===== src/rtl/mas_pkg.sv =====
// Shared types and default constants for the memory access sequencer.
// Default constants are overridable through the module parameters.
package mas_pkg;

   typedef enum logic [1:0] {
      FETCH,
      ISSUE,
      LOAD,
      STORE
   } state_t;

   localparam logic [31:0] DEFAULT_RESET_PC   = 32'd128;
   localparam logic [31:0] DEFAULT_PC_STEP    = 32'd4;
   localparam logic [31:0] DEFAULT_ADDR_LIMIT = 32'd1024;

endpackage


===== src/rtl/pc_unit.sv =====
// Program counter: async reset to RESET_PC, step increment, or load of a redirect target.
// If inc and load are both high, load wins.
module pc_unit
   import mas_pkg::*;
#(
   parameter logic [31:0] RESET_PC = DEFAULT_RESET_PC,
   parameter logic [31:0] PC_STEP  = DEFAULT_PC_STEP
) (
   input  logic        clk,
   input  logic        rst,
   input  logic        inc,
   input  logic        load,
   input  logic [31:0] target,
   output logic [31:0] pc
);

   always_ff @(posedge clk or posedge rst) begin
      if (rst) begin
         pc <= RESET_PC;
      end else if (load) begin
         pc <= target;
      end else if (inc) begin
         pc <= pc + PC_STEP;
      end
   end

endmodule


===== src/rtl/mem_access_sequencer.sv =====
// Multicycle fetch/load/store sequencer; sole master of the unified Memory port.
// Owns the PC, IR and MDR, and hands results to the core by request/acknowledge.
module mem_access_sequencer
   import mas_pkg::*;
#(
   parameter logic [31:0] RESET_PC   = DEFAULT_RESET_PC,
   parameter logic [31:0] PC_STEP    = DEFAULT_PC_STEP,
   parameter logic [31:0] ADDR_LIMIT = DEFAULT_ADDR_LIMIT
) (
   input  logic        Clk,
   input  logic        Reset,
   output logic [31:0] Address,
   output logic [31:0] writeData,
   output logic        writeEnable,
   input  logic [31:0] MemData,
   output logic [31:0] instr,
   output logic        instr_valid,
   output logic [31:0] pc,
   input  logic        ld_req,
   input  logic        st_req,
   input  logic [31:0] mem_addr,
   input  logic [31:0] mem_wdata,
   input  logic        done,
   input  logic        pc_load,
   input  logic [31:0] pc_target,
   output logic [31:0] mem_rdata,
   output logic        mem_ack,
   output logic        fault
);

   state_t      state;
   logic [31:0] ir;
   logic [31:0] mdr;
   logic [31:0] addr_q;
   logic [31:0] data_q;
   logic        pc_ok;
   logic        addr_ok;
   logic        pc_inc;
   logic        pc_ld;

   assign pc_ok   = (pc < ADDR_LIMIT);
   assign addr_ok = (addr_q < ADDR_LIMIT);

   // A done coinciding with a load/store request is dropped, so it must not redirect.
   assign pc_inc = (state == FETCH) && pc_ok;
   assign pc_ld  = (state == ISSUE) && !ld_req && !st_req && done && pc_load;

   pc_unit #(
      .RESET_PC (RESET_PC),
      .PC_STEP  (PC_STEP)
   ) u_pc (
      .clk    (Clk),
      .rst    (Reset),
      .inc    (pc_inc),
      .load   (pc_ld),
      .target (pc_target),
      .pc     (pc)
   );

   always_comb begin
      Address = pc;
      if (state == LOAD || state == STORE) begin
         Address = addr_q;
      end
   end

   // Decoded from state so an async reset removes the strobe without waiting for a clock.
   assign writeEnable = (state == STORE) && addr_ok;
   assign writeData   = data_q;
   assign instr       = ir;
   assign instr_valid = (state == ISSUE);
   assign mem_rdata   = mdr;

   always_ff @(posedge Clk or posedge Reset) begin
      if (Reset) begin
         state   <= FETCH;
         ir      <= '0;
         mdr     <= '0;
         addr_q  <= '0;
         data_q  <= '0;
         mem_ack <= 1'b0;
         fault   <= 1'b0;
      end else begin
         mem_ack <= 1'b0;
         fault   <= 1'b0;
         unique case (state)
            FETCH: begin
               if (pc_ok) begin
                  ir <= MemData;
               end else begin
                  ir    <= '0;
                  fault <= 1'b1;
               end
               state <= ISSUE;
            end
            ISSUE: begin
               if (ld_req) begin
                  addr_q <= mem_addr;
                  state  <= LOAD;
               end else if (st_req) begin
                  addr_q <= mem_addr;
                  data_q <= mem_wdata;
                  state  <= STORE;
               end else if (done) begin
                  state <= FETCH;
               end
            end
            LOAD: begin
               if (addr_ok) begin
                  mdr     <= MemData;
                  mem_ack <= 1'b1;
               end else begin
                  mdr   <= '0;
                  fault <= 1'b1;
               end
               state <= ISSUE;
            end
            STORE: begin
               if (addr_ok) begin
                  mem_ack <= 1'b1;
               end else begin
                  fault <= 1'b1;
               end
               state <= ISSUE;
            end
            default: state <= FETCH;
         endcase
      end
   end

endmodule


===== config.mk =====
export PLATFORM = sky130hd
export DESIGN_NAME = mem_access_sequencer
export DESIGN_NICKNAME = d
export VERILOG_FILES = /design/src/rtl/mas_pkg.sv /design/src/rtl/pc_unit.sv /design/src/rtl/mem_access_sequencer.sv
export SDC_FILE = /design/constraint.sdc
export NUM_CORES = 1
export LEC_CHECK = 0
export CORE_MARGIN = 2
export CORE_UTILIZATION = 42
export DETAILED_ROUTE_END_ITERATION = 8
export GPL_ROUTABILITY_DRIVEN = 0
export GPL_TIMING_DRIVEN = 0
export PLACE_DENSITY = 0.81
export SLEW_MARGIN = 20
export SYNTH_ARGS = -nofsm -noshare
export SYNTH_HDL_FRONTEND = slang
export SYNTH_SLANG_ARGS = --single-unit

===== constraint.sdc =====
create_clock -name Clk -period 8 [get_ports Clk]
set_clock_uncertainty 0.2 [all_clocks]
set_input_delay 1.6 -clock Clk [delete_from_list [all_inputs] [get_ports Clk]]
set_output_delay 1.6 -clock Clk [all_outputs]
set_load 0.02 [all_outputs]

==> key figures, run 1 <==
Run status
  • Outcome: finished clean

Synthesis
  • Ys async rst share: 1.00
  • Largest family of logic cells by synthesized area: multiplexers
  • EDFF count, synth: 0
  • Synthesized instance count: ~460
  • Proportion of synthesized area in mux cells: 0.204
  • Synth Area in Compound Gates: 0.0946
  • Post-Synth Simple-Gate Area: 0.0452
  • Sequential area share after synthesis: 0.621
  • Post-synthesis xor/xnor area fraction: 0.00928
  • Adder-Cell Fraction of Synth Area: 0.00189
  • Post-Synthesis Net Count: 590
  • Area leader, netlist: dfrtp_1
  • Synth unique cells: 35
  • Top cell type's share of synthesized area: 0.617
  • Post-Syn Area per Cell: around 15 sq um
  • Largest cells by area after synthesis: dfrtp_1, mux2_2, a22o_1, nor4_1, clkbuf_1
  • Post-synth top flop: dfrtp_1
  • Post-Syn Area: 6610 sq um
  • Yosys reg bits: between 150 and 200
  • YS warnings: 0

Route
  • Wire per inst: between 15 and 20 um
  • Initial DRC Count: about 220
  • Drt via density: between 5 and 6
  • DRT Pass-1 Iters: 4
  • Via count: a little over 5k
  • DRT antenna net count: 0
  • DRT Wirelength: about 20000 um
  • Remaining DRCs: 0

CTS
  • CTS Sinks: about 160
  • H-tree depth: 4
  • Cts repair resizes: 0
  • CTS tree: built
  • Cts bufs inserted: 17
  • Clock buffer depth: 2
  • Clock transition at path regs: ~60 ps
  • Later-pin clock latency in the skew report: roughly 420 ps
  • Buffer count from post-CTS setup fixing: 0
  • CTS Root Cell: clkbuf_16
  • Hold buffers post-CTS: 0

Setup path
  • CP Data Required Time: 6200 ps
  • Critical path fanouts, max: 10
  • Critical path type: reg -> out
  • Crit-path cells: buf_2, buf_1, mux2_2, clkdlybuf4s50_1
  • Crit path max-delay cell type: clkdlybuf4s50_1
  • CP arrival: between 2000 and 3000 ps
  • CP startpoint kind: flop
  • Crit end category: output port
  • Critical Path Start: state[1]$_DFFE_PP0P_
  • CP peak stage delay: 560 ps
  • RR Startpoint: addr_q[15]$_DFFE_PP0P_

STA
  • Tmin final: between 4000 and 5000 ps
  • Final hold vios: 0
  • Max-slew headroom: 0.497
  • Max Slew Vio Count: 0
  • Unrepaired setup endpoints after global routing: no
  • Max Fclk: 230 MHz
  • Tcrit/Tclk final: 0.543
  • Final worst slack: between 3000 and 4000 ps
  • # setup viols final: 0
  • Fin Hold WS: 300 ps
  • Worst Tran Pin Value: approximately 750 ps

Die
  • Die Wd: about 130 um
  • Initial Utilization: 0.432
  • DIE AREA: around 17000 sq um
  • Core Area: ~15000 sq um
  • Chip Height: between 100 and 150 um
  • Rows: 45
  • Io pins: between 200 and 300

Min path
  • Min-delay src: writeData[23]$_DFFE_PP0P_
  • Min-Delay Path Class: reg -> reg

Final layout
  • Finished Layout Cells: ~1000
  • Final nets: between 900 and 1k
  • Commonest non-fill, non-tap cells in the layout: clkdlybuf4s50_1, dfrtp_1, mux2_2
  • FF/Latch Area: 4110 sq um
  • Most common cell after layout, fill and taps aside: clkdlybuf4s50_1
  • Area growth syn-to-layout: 58.5%
  • Final instance area: 10500 sq um
  • Share of layout cells above drive strength 1: 0.218
  • N_diodes: 0
  • # fillers: 1100
  • Area of the multi-input gates: 2350 sq um

Power
  • Peak VDD IR: approximately 0.00025 V
  • Net Sw Frac: 0.359
  • Int Pwr: 2.46 mW
  • Register share of total power: 0.341
  • Combinational fraction of design power: 0.444
  • Clock share of power: 0.215
  • Sw Pwr: 1.38 mW
  • Leak Pwr: approximately 4.4 nW
  • Power Density: 366 nW/um^2

Place
  • Worst slack at placement: 4050 ps
  • Placed inst area: just under 10000 sq um
  • DP Cell Count: 964
  • Buffers on Ports: 297
  • Post-DP HPWL: 14600 um

Global route
  • Total track usage: 0.240
  • Antenna violations before repair: 0
  • Final global-route overflow total: 0
  • First-pass GRT wire length: about 31000 um
  • Vias in the first global route: between 5k and 6k
  • Largest net degree at the start of global routing: slightly above 90

Job
  • Max_cap viols: 0
[stage by stage]
| step | TNS (ps) | util | total power [mW] |
|---|---|---|---|
| 6_report | 0 | 0.684 | 3.83 |
| 5_1_grt | 0 | 0.684 | 4.02 |
| 4_1_cts | 0 | 0.684 | 3.87 |
| 3_5_place_dp | 0 | 0.645 | 3.02 |
| 3_3_place_gp | -30990 | 0.643 | 2.99 |
| 2_1_floorplan | 0 | - | 2.18 |
[layer usage]
metal	global-route usage	vias to the layer above	part of all wire	wire length (um)
li1	-	2314	-	-
met3	0.0665	22	0.077	1520
met2	0.418	228	0.51	10100
met4	0.0645	0	0.012	241
met1	0.296	2582	0.40	8010
met5	0	-	0	0
[area by class of cell]
cell class                 count  area share
sequential                   164       0.392
clock buffer                  17      0.0406
timing repair buffer         298       0.286
multi-input combinational    256       0.224
tap                          211      0.0252
buffer                        31      0.0135
inverter                       4     0.00215
clock inverter                15      0.0165
[sequential cells by signal (all words and copies together) (netlist names)]
| signal | flops |
|---|---|
| state | 2 |
| mem_rdata | 32 |
| u_pc.pc | 32 |
| instr | 32 |
| mem_ack | 1 |
| writeData | 32 |
| addr_q | 32 |
| fault | 1 |
[cells in the mapped netlist, types with 2 or more instances]
library cell  instances
nand3_1               5
nor4_1               12
nor3_1                7
and3_1                2
nor2_1                3
buf_2                11
mux2_2              118
dfrtp_1             163
clkbuf_1             15
nor2b_1               2
buf_4                 3
a22o_1               64
buf_1                 2
o21ai_0               5
inv_1                 4
o21ai_1               4
and2_1                2
nand2_1              11
xnor2_1               6
[cell families after synthesis]
family / count (synthesis)
multiplexers: 120
flip-flops: 164
XOR/XNOR: 7
buffers and inverters: 35
AO/OA/AOI/OAI: 76
adder cells (fa/ha/maj): 1
AND/OR/NAND/NOR: 52
[worst max-delay path, delay by kind of cell (launching register included)]
family	cells	cell delay [ps]
DFF	1	370
buffers and inverters	3	1370
muxes	1	400
[worst paths after layout]
path                       depth (start not counted)  slack [ps]                   endpoint
hold / removal                                     1         300  writeData[23]$_DFFE_PP0P_
setup reg to reg                                   5        5370  mem_rdata[28]$_DFFE_PP0P_
min in group asynchronous                          2        1420   writeData[9]$_DFFE_PP0P_
setup / recovery                                   4        3650                Address[21]
hold reg to reg                                    1         300  writeData[23]$_DFFE_PP0P_
max in group asynchronous                          3        5330     u_pc.pc[7]$_DFFE_PP1P_
[power by group through the flow]
stage / combinational [mW] / sequential, mW / clock [mW]
4_1_cts: 1.72 / 1.31 / 0.837
3_5_place_dp: 1.71 / 1.32 / 0
6_report: 1.70 / 1.31 / 0.825
2_1_floorplan: 0.712 / 1.47 / 0
3_3_place_gp: 1.68 / 1.30 / 0
5_1_grt: 1.79 / 1.35 / 0.874
Note: power is estimated with default switching activity, not from simulation.
==> run 2, diff against run 1 <==
- clock period: 8 -> 4.3 ns (I/O delays scaled with it)
==> run 2 against run 1 <==
Total power grew 85%. Hold slack gained 0.59 ps. Die area is the same. Critical endpoint is now Address[13]. Largest cell class unchanged.
==> key figures, run 2 (same netlist as run 1, synthesis figures left out) <==
CTS
  • Hold buffers post-CTS: 0 (unchanged)
  • CTS Sinks: 164 (unchanged)
  • CTS tree: built
  • Later-pin clock latency in the skew report: 420 ps (about the same)
  • CTS Root Cell: clkbuf_16
  • Clock transition at path regs: 70 ps (about the same)
  • Cts bufs inserted: 17 (unchanged)
  • Cts repair resizes: 0 (unchanged)
  • Clock buffer depth: 2 (unchanged)
  • H-tree depth: 4 (unchanged)
  • Buffer count from post-CTS setup fixing: 0 (unchanged)

Setup path
  • RR Startpoint: addr_q[15]$_DFFE_PP0P_
  • Crit-path cells: buf_2, buf_1, mux2_2, clkdlybuf4s50_1
  • CP peak stage delay: 560 ps (about the same)
  • CP arrival: 2540 ps (about the same)
  • Crit path max-delay cell type: clkdlybuf4s50_1
  • CP startpoint kind: flop
  • Critical path fanouts, max: 10 (unchanged)
  • Critical path type: reg -> out
  • Crit end category: output port
  • Crit path buffers/inverters: 3 (unchanged)
  • CP Data Required Time: 3240 ps (-2960 ps)
  • Delay-heaviest family, CP: buffers and inverters
  • Critical Path Start: state[1]$_DFFE_PP0P_

Die
  • DIE AREA: 16800 sq um (unchanged)
  • Die Wd: 129 um (unchanged)
  • Io pins: 298 (unchanged)
  • Core Area: 15300 sq um (unchanged)
  • Chip Height: 129 um (unchanged)
  • Initial Utilization: 0.432 (unchanged)
  • Rows: 45 (unchanged)

STA
  • Final hold vios: 0 (unchanged)
  • Max Fclk: 278 MHz
  • Final setup TNS: 0 ps (unchanged)
  • Final worst slack: 697 ps (-2960 ps)
  • Max-slew headroom: 0.518 (+0.0203)
  • Worst Tran Pin Value: 718 ps (-30.2 ps)
  • Tcrit/Tclk final: 0.838
  • Max Slew Vio Count: 0 (unchanged)
  • Fin Hold WS: 301 ps (+0.588 ps)
  • Tmin final: roughly 3600 ps
  • # setup viols final: 0 (unchanged)
  • Unrepaired setup endpoints after global routing: no

Final layout
  • Core Util, Final: 0.688 (+0.00376)
  • Final nets: 911 (+0.44%)
  • Share of layout cells above drive strength 1: 0.222 (+0.00397)
  • Final instance area: 10500 sq um (+0.55%)
  • Commonest non-fill, non-tap cells in the layout: clkdlybuf4s50_1, dfrtp_1, mux2_2
  • N_diodes: 0 (unchanged)
  • Most common cell after layout, fill and taps aside: clkdlybuf4s50_1
  • Area growth syn-to-layout: 59.4%
  • Finished Layout Cells: 1000 (+0.40%)

Min path
  • Min-Delay Path Class: reg -> reg
  • Min-delay src: writeData[23]$_DFFE_PP0P_

Route
  • Wire per inst: 20.3 um (+1.7%)
  • Drt via density: 5.24 (+1.5%)
  • DRT antenna net count: 0 (unchanged)
  • Via count: 5242 (+1.9%)
  • Initial DRC Count: 202 (-8.6%)
  • DRT Pass-1 Iters: 4 (unchanged)
  • Remaining DRCs: 0 (unchanged)
  • DRT Wirelength: 20300 um (+2.1%)

Global route
  • Vias in the first global route: 5647 (+3.1%)
  • First-pass GRT wire length: 31200 um (+1.8%)
  • Largest net degree at the start of global routing: 37 (-60%)
  • Antenna violations before repair: 0 (unchanged)
  • Final global-route overflow total: 0 (unchanged)
  • Total track usage: 0.244 (+0.00414)

Power
  • Power Density: 673 nW/um^2 (+84%)
  • Leak Pwr: 4.42 nW (+0.89%)
  • Peak VDD IR: 0.000489 V (+99%)
  • Overall Power: 7.09 mW (+85%)

Place
  • Worst slack at placement: 1120 ps (-2940 ps)
  • Buffers on Ports: 297 (unchanged)
  • Placed inst area: 9960 sq um (+0.77%)
  • Post-DP HPWL: 15400 um (+5.6%)
  • DP Cell Count: 968 (+0.41%)

Job
  • Max_cap viols: 0 (unchanged)

Run status
  • Outcome: finished clean
==> run 2: cell count changes in the layout (fill, tap and decap cells not counted) <==
cell / change
buf_12: +4
bufinv_16: -2
clkinv_2: -1
clkinv_4: +2
clkinvlp_4: -3
inv_6: -1
inv_8: +5
==> run 2: area by class of cell <==
class / count / area, sq um
Tap cell: 211 / 264
Inverter: 4 / 18.8
Buffer: 31 / 141
Timing Repair Buffer: 302 / 3080
Fill cell: 1132 / 4780
Multi-Input combinational cell: 256 / 2350
Clock inverter: 15 / 154
Sequential cell: 164 / 4110
Clock buffer: 17 / 425
==> run 2: path summary, 6_finish.rpt <==
kind	end	slack [ps]	depth (start not counted)
setup / recovery	Address[13]	700	4
max in group asynchronous	u_pc.pc[7]$_DFFE_PP1P_	2160	5
hold reg to reg	writeData[23]$_DFFE_PP0P_	300	1
min in group asynchronous	writeData[5]$_DFFE_PP0P_	690	2
setup reg to reg	mem_rdata[22]$_DFFE_PP0P_	1560	5
hold / removal	writeData[23]$_DFFE_PP0P_	300	1
==> run 2: worst register-to-register path, cell delays in order (launching register included) <==
cell,delay [ps]
dfrtp_1,410
nor4_1,470
nand3_1,230
nor3_1,640
clkbuf_1,490
a22o_1,230
==> run 2: layer usage <==
metal	track usage	routed length (um)	up-vias
li1	-	-	2322
met1	0.294	8050	2638
met2	0.415	10000	248
met3	0.0851	1780	34
met4	0.0753	441	0
met5	0	0	-
==> run 2: where the power goes <==
group / leakage (nW) / internal [mW] / switching [mW]
logic: 2.05 / 1.68 / 1.50
registers: 2.08 / 2.02 / 0.403
clock network: 0.287 / 0.779 / 0.704
